--- src/rtl/axi_mst_aw_gen.sv ---
// axi_mst_aw_gen: randomized INCR write-address generator with per-slot outstanding tracking and B-channel checks
module axi_mst_aw_gen #(
    parameter int                  AXI_ADDR_W      = 32,
    parameter int                  AXI_ID_W        = 4,
    parameter logic [AXI_ID_W-3:0] MST_ID          = 2'b01,
    parameter int                  MST_OSTDREQ_NUM = 4,
    parameter logic [3:0]          LEN_MASK        = 4'hF,
    parameter int                  NUM_REQ         = 16,
    parameter logic [31:0]         LFSR_SEED       = 32'h1ACE_B00C
) (
    input  logic                  aclk,
    input  logic                  aresetn,
    input  logic                  srst,
    input  logic                  start,
    input  logic                  narrow,
    output logic                  out_awvalid,
    input  logic                  in_awready,
    output logic [AXI_ADDR_W-1:0] out_awaddr,
    output logic [7:0]            out_awlen,
    output logic [2:0]            out_awsize,
    output logic [1:0]            out_awburst,
    output logic [AXI_ID_W-1:0]   out_awid,
    input  logic                  in_bvalid,
    input  logic                  in_bready,
    input  logic [AXI_ID_W-1:0]   in_bid,
    input  logic [1:0]            in_bresp,
    output logic [2:0]            ostd_cnt,
    output logic [7:0]            issued_cnt,
    output logic                  done,
    output logic                  err_unexp,
    output logic                  err_resp
);
    typedef enum logic [2:0] {IDLE, GAP, REQ, DRAIN, DONE} state_t;
    state_t                     state, state_d;
    logic [31:0]                lfsr, lfsr_d, lfsr_step;
    logic [MST_OSTDREQ_NUM-1:0] busy, busy_d, alloc, freed;
    logic [1:0]                 gap, gap_d, free_slot;
    logic [7:0]                 issued_d, len_d;
    logic [AXI_ADDR_W-1:0]      addr_d;
    logic [2:0]                 size_d;
    logic [AXI_ID_W-1:0]        id_d;
    logic                       unexp_d, resp_d, aw_hs, b_hs, b_ok, clr;

    assign aw_hs       = out_awvalid && in_awready;
    assign b_hs        = in_bvalid && in_bready;
    assign b_ok        = in_bid[AXI_ID_W-1:2] == MST_ID && busy[in_bid[1:0]];
    assign clr         = (state == IDLE || state == DONE) && start;
    assign lfsr_step   = {1'b0, lfsr[31:1]} ^ (lfsr[0] ? 32'h8020_0003 : 32'h0);
    // allocation and release touch different slots, so one combined update suffices
    assign alloc       = aw_hs ? MST_OSTDREQ_NUM'(1) << out_awid[1:0] : '0;
    assign freed       = b_hs && b_ok ? MST_OSTDREQ_NUM'(1) << in_bid[1:0] : '0;
    assign out_awvalid = state == REQ;
    assign out_awburst = 2'b01;
    assign done        = state == DONE;
    assign ostd_cnt    = 3'($countones(busy));

    always_comb begin
        free_slot = '0;
        for (int i = MST_OSTDREQ_NUM - 1; i >= 0; i--) if (!busy[i]) free_slot = 2'(i);
    end

    always_comb begin
        state_d  = state;
        gap_d    = gap;
        lfsr_d   = lfsr;
        issued_d = clr ? 8'd0 : issued_cnt;
        addr_d   = out_awaddr;
        len_d    = out_awlen;
        size_d   = out_awsize;
        id_d     = out_awid;
        busy_d   = (busy | alloc) & ~freed;
        unexp_d  = (err_unexp && !clr) || (b_hs && !b_ok);
        resp_d   = (err_resp && !clr) || (b_hs && in_bresp != 2'b00);
        case (state)
            IDLE, DONE: if (start) begin
                state_d = GAP;
                gap_d   = lfsr[31:30];
            end
            GAP: if (gap != 2'd0) gap_d = gap - 2'd1;
            else if (!(&busy) && issued_cnt < 8'(NUM_REQ)) begin
                state_d = REQ;
                addr_d  = {lfsr[AXI_ADDR_W-1:6], 6'b0};
                len_d   = {4'b0, lfsr[3:0] & LEN_MASK};
                size_d  = narrow ? 3'd0 : 3'd2;
                id_d    = {MST_ID, free_slot};
            end
            REQ: if (aw_hs) begin
                lfsr_d   = lfsr_step;
                issued_d = issued_cnt + 8'd1;
                gap_d    = lfsr_step[31:30];
                state_d  = issued_cnt + 8'd1 == 8'(NUM_REQ) ? DRAIN : GAP;
            end
            DRAIN: if (busy == '0) state_d = DONE;
            default: ;
        endcase
        if (srst) begin
            state_d  = IDLE;
            gap_d    = '0;
            lfsr_d   = LFSR_SEED;
            issued_d = '0;
            addr_d   = '0;
            len_d    = '0;
            size_d   = '0;
            id_d     = '0;
            busy_d   = '0;
            unexp_d  = 1'b0;
            resp_d   = 1'b0;
        end
    end

    always_ff @(posedge aclk or negedge aresetn) begin
        if (!aresetn) begin
            state      <= IDLE;
            gap        <= '0;
            lfsr       <= LFSR_SEED;
            issued_cnt <= '0;
            out_awaddr <= '0;
            out_awlen  <= '0;
            out_awsize <= '0;
            out_awid   <= '0;
            busy       <= '0;
            err_unexp  <= 1'b0;
            err_resp   <= 1'b0;
        end else begin
            state      <= state_d;
            gap        <= gap_d;
            lfsr       <= lfsr_d;
            issued_cnt <= issued_d;
            out_awaddr <= addr_d;
            out_awlen  <= len_d;
            out_awsize <= size_d;
            out_awid   <= id_d;
            busy       <= busy_d;
            err_unexp  <= unexp_d;
            err_resp   <= resp_d;
        end
    end
endmodule
--- config.mk ---
export PLATFORM = sky130hd
export DESIGN_NAME = axi_mst_aw_gen
export DESIGN_NICKNAME = d
export VERILOG_FILES = /design/src/rtl/axi_mst_aw_gen.sv
export SDC_FILE = /design/constraint.sdc
export NUM_CORES = 1
export LEC_CHECK = 0
export CORE_ASPECT_RATIO = 0.6
export CORE_UTILIZATION = 45
export DETAILED_ROUTE_END_ITERATION = 6
export GPL_TIMING_DRIVEN = 0
export PLACE_DENSITY = 0.74
export SETUP_SLACK_MARGIN = 0.3
export SYNTH_ARGS = -nofsm -noshare
export SYNTH_HDL_FRONTEND = slang
export SYNTH_SLANG_ARGS = --single-unit
--- constraint.sdc ---
create_clock -name aclk -period 1.7 [get_ports aclk]
set_clock_uncertainty 0.1 [all_clocks]
set_input_delay 0.34 -clock aclk [delete_from_list [all_inputs] [get_ports aclk]]
set_output_delay 0.34 -clock aclk [all_outputs]
set_load 0.02 [all_outputs]
Word-level counts from Yosys, hierarchy flattened. Cells that the tools add are included.

Input port bits: 14. Register bits after elaboration: 98. Word-level logic and storage cells: 118. Output and inout bits: 64.

Reductions and logical operators: 32. Add/sub/neg operators: 5. $lt $le $gt $ge: 2. Mux-type cells: 49. Equality and inequality tests: 13. Shifts and indexed selects: 2. Bitwise gates (word level): 4.

Operators by type and width (number): $mux 32 (8); $mux 8 (8); $xor 31x32->32 (1); $mux 3 (10); $mux 4 (7); $mux 2 (10); $ne 3x3->1 const B (5); $pmux 3 s4 (1); $reduce_bool 2->1 (6); $logic_and 1x1->1 (10); $add 8x1->8 const B (1); $eq 8x5->1 const B (1); $lt 8x5->1 const B (1); $reduce_and 4->1 (2); $shl 1x2->4 const A (2); $eq 3x2->1 const B (2); $pmux 2 s3 (1); $reduce_and 6->1 (1); $reduce_bool 5->1 (1); $add 1x1->2 (2); $and 4x4->4 (1); $logic_not 4->1 (1); $not 4->4 (1); $or 4x4->4 (1); other kinds (17) (23).

Longest topological paths before layout.
Depth after elaboration: 8. Mapped depth: 7. Depth with buffers taken out: 7.

Least setup slack after synthesis. No wires, ideal clock.

Path kind: register -> output. Start point: register busy[0]. End point: output ostd_cnt[1]. Data required time: 1260 ps. Path slack: -303 ps. Data arrival time: 1563 ps. Stages on the path, launching flop included: 6. Path buffers: 0. Cell sequence: dfrtp_1 > inv_1 > fa_1 > inv_1 > ha_1 > ha_1.

Word-level cells in the longest chain between the ends: 2.

RTL lines: from (decl) (RTL line 36) `logic [MST_OSTDREQ_NUM-1:0] busy, busy_d, alloc, freed;`; from (signal assigned) (RTL line 133) `busy <= busy_d;`; $add 1x1->2 (implied by the code) (RTL line 55) `assign ostd_cnt = 3'($countones(busy));`; $add 2x2->3 (implied by the code) (RTL line 55); to (decl) (RTL line 27) `output logic [2:0] ostd_cnt,`.

No other way between the ends.

Worst setup path after layout.
Start point: register busy[3]. End point: output ostd_cnt[1].

Same word-level chain as after synthesis.

==> summary.txt <==
Run status
  • Status: finished, violations left
  • Failing checks: negative setup slack

Floorplan
  • Die H: about 75 um
  • Num rows: 26
  • IO Pins: roughly 80
  • Die area: around 9000 um2
  • Core area: around 8600 um2
  • Starting Density: 46.7%
  • DIE WIDTH: 124 um

Timing
  • Final setup viols: 84
  • Slew headroom: 50.6%
  • Final worst-path setup slack: -650 ps
  • RSZ-0062 raised after global routing: true
  • Worst-Margin Slew: 741 ps
  • Fin crit share: 138%
  • Final Hold Fails: 0
  • Max Clock Freq: roughly 430 MHz
  • Final Slew Violations: 0
  • Minimum clock period: 2350 ps

Setup path
  • CP Class: reg -> out
  • CP Data Required Time: between 1000 and 1500 ps
  • Worst r2r src: state[2]
  • Buffers & Inverters on Critical Path: 3
  • Reg2reg path depth: 8
  • CP Launch Point: busy[3]
  • Critical path's slowest cell: fa_1
  • Critical path fanouts, max: 2
  • Worst setup EP type: output port
  • CP arrival: around 1900 ps
  • Critical-path cell list: inv_2 -> fa_1 -> inv_2 -> ha_4 -> ha_4 -> buf_6
  • Largest delay share family, worst path: adder cells
  • Delay of the slowest critical-path stage: 570 ps
  • CP startpoint kind: flip-flop
  • Reg2Reg Setup Slack: -190 ps
  • R2R Path End: gap[0]

CTS
  • CTS buffer count: 9
  • CTS tree: yes
  • Clk_lat worst skew: around 340 ps
  • H-Tree Depth: 3
  • Root Buffer: clkbuf_16
  • Sink Count: 85
  • Worst-path clk slew: around 70 ps
  • Max Buffers Root-to-Sink: 2

Logic synthesis
  • Post-synth ARST share: 100%
  • Largest family of logic cells by synthesized area: simple AND/OR/NAND/NOR gates
  • Synth Area in XOR/XNOR: under 10%
  • Top cell type's share of synthesized area: 45.1%
  • Synth unique cells: between 40 and 50
  • Compound-Gate Fraction of Synth Area: approximately 16%
  • Mux contribution to synthesized area: less than 1%
  • Sequential area share after synthesis: 53.6%
  • Largest area contributor in the netlist: dfrtp_1
  • Post-synthesis register bit count: 85
  • Mapped Cells: 395
  • Post-synth EDFFs: 0
  • Avg Inst Size Synth: slightly above 10 um2
  • Post-Synth Simple-Gate Area: 17.7%
  • Post-synthesis adder-cell area fraction: between 2 and 3%
  • YS warnings: 0
  • Area contributors post-synth: dfrtp_1, dfstp_2, nand2_1
  • Post-synth top flop: dfrtp_1
  • Synth Cell Area: 4000 um2

Routing
  • DRC Markers: 0
  • DRT Pass-1 Iters: 6
  • Avg Vias per Cell: around 5.8
  • Initial drt markers: between 300 and 400
  • Via count: ~3900
  • Final WL: 14000 um
  • Routed Antenna Nets: 0
  • WL per Instance: between 20 and 25 um

Min path
  • Hold Path Sink: busy[1]
  • Hold_sp: in_bid[0]
  • Hold path cells: 2
  • Worst hold path class: in -> reg

Power and ir drop
  • Pwr Density: approximately 1400 nW/um2
  • Clock share of power: 26.4%
  • Worst IR drop on VDD: a little over 0.7 mV
  • Sw frac: about 36%
  • Gate power share: between 40 and 50%
  • Reg power frac: 29.5%
  • Power Internal: 5.95 mW
  • Lkg Pwr: 3.09 nW
  • Psw: between 3 and 4 mW

Placed design
  • Port-buffer cells: 62
  • DP Wirelength: 6870 um
  • Dpl ws: -957 ps
  • RePlAce Congestion: between 0.8 and 0.9

Final layout
  • Diodes inserted: 0
  • FILL cells: ~480
  • Util after Layout: 76.4%
  • Area Growth Syn to Fin: 63.4%
  • Sequential Area: between 2000 and 2500 um2
  • Footprint of the multi-input gates: 2260 um2
  • Layout cells sized above 1: between 50% and 60%
  • Fin nets: between 500 and 600

Global routing
  • Antenna violations before repair: 0
  • Largest net degree at the start of global routing: 60
  • Total grt overflow: 0
  • Vias in the first global route: 3626
  • Gr usage total: between 20% and 30%
  • First-pass GRT wire length: 19900 um

Job
  • Number of max-cap violations: 0
-- sequential cells by signal (all words and copies together), names as in the netlist --
| register | count |
|---|---|
| lfsr | 32 |
| out_awaddr | 26 |
| out_awsize | 1 |
| out_awid | 3 |
| err_resp | 1 |
| out_awlen | 4 |
| busy | 4 |
| issued_cnt | 8 |
| state | 3 |
| gap | 2 |
| err_unexp | 1 |
-- final cells by class --
cell class / instances / share of cell area, %
inverters: 11 / 0.670
plain buffers: 39 / 6.05
multi-input cells: 274 / 34.7
flip-flops and latches: 85 / 33.0
repair buffers: 128 / 17.8
clock inverters: 7 / 2.22
well taps: 112 / 2.14
clock buffers: 9 / 3.45
-- Yosys cell counts (3+ instances only) --
| cell type | number |
|---|---|
| inv_1 | 11 |
| clkbuf_1 | 10 |
| nand3b_1 | 15 |
| buf_1 | 4 |
| nand3_1 | 10 |
| xnor2_1 | 4 |
| ha_1 | 7 |
| nor2_1 | 23 |
| xor2_1 | 5 |
| nand2_1 | 73 |
| a311oi_1 | 4 |
| a31oi_1 | 3 |
| a211oi_1 | 4 |
| and3_1 | 4 |
| a21oi_1 | 29 |
| dfrtp_1 | 72 |
| buf_2 | 9 |
| nor3_1 | 3 |
| dfstp_2 | 13 |
| o21ai_0 | 11 |
| buf_4 | 15 |
| a22o_1 | 31 |
| nand2b_1 | 4 |
-- timing repair --
item | 4_1_cts | 5_1_grt
pin swaps | 35 | 43
setup buffers | 44 | 11
resized for setup | 364 | 71
endpoints found under the setup margin | 134 | 96
cloned | 10 | 0
endpoints found under the hold margin | 24 | 0
hold buffers | 1 | 0
-- cell families after synthesis --
logic type,after synthesis
AOI/OAI and AO/OA,95
xor gates and xnor gates,9
adders and majority gates,8
buffers and inverters,50
DFF,85
muxes,2
other,2
and+or+nand+nor,144
-- power groups by stage --
stage	Combinational (mW)	Sequential, mW	Clock [mW]
2_1_floorplan	1.46	2.89	0
3_3_place_gp	2.47	2.70	0
3_5_place_dp	2.52	2.71	0
4_1_cts	3.50	2.69	2.44
5_1_grt	4.27	2.78	2.56
6_report	4.08	2.73	2.44
-- worst max-delay path by stage --
stage | endpoint | slack [ps] | depth (start not counted)
global route | ostd_cnt[1] | -690 | 6
global placement | issued_cnt[5] | -3130 | 1
CTS | ostd_cnt[1] | -630 | 6
detailed placement | lfsr[9] | -960 | 5
finish | ostd_cnt[1] | -650 | 6
floorplan | ostd_cnt[1] | -210 | 5
-- layout by cell type (no fill, tap or decap), types with 15 or more instances in the layout --
| master | netlist | final |
|---|---|---|
| a22o_1 | 31 | 31 |
| nand2_4 | 0 | 24 |
| buf_4 | 15 | 45 |
| a21oi_2 | 0 | 21 |
| buf_6 | 1 | 48 |
| nand2_1 | 73 | 27 |
| buf_2 | 9 | 38 |
| conb_1 | 2 | 15 |
| nand2_2 | 1 | 21 |
| nand3b_1 | 15 | 15 |
| dfrtp_1 | 72 | 61 |
-- stage by stage --
step	cells	power (mW)	hold slack, ps	cell area [um2]	TNS (ps)
after floorplan	408	4.34	-55.6	4260	-403
after global placement	582	5.17	383	5020	-269130
after detailed placement	583	5.23	181	5040	-43790
after CTS	654	8.62	311	6150	-7300
after global routing	665	9.60	357	6530	-15490
final	665	9.25	341	6530	-11550
-- metal layers --
layer	wire, um	vias to the layer above	global-route usage, %
met1	5980	1938	41.5
met4	373	0	7.76
li1	-	1663	-
met2	6590	210	45.9
met5	0	-	0
met3	1070	39	8.11
(Power assumes the default switching activity.)
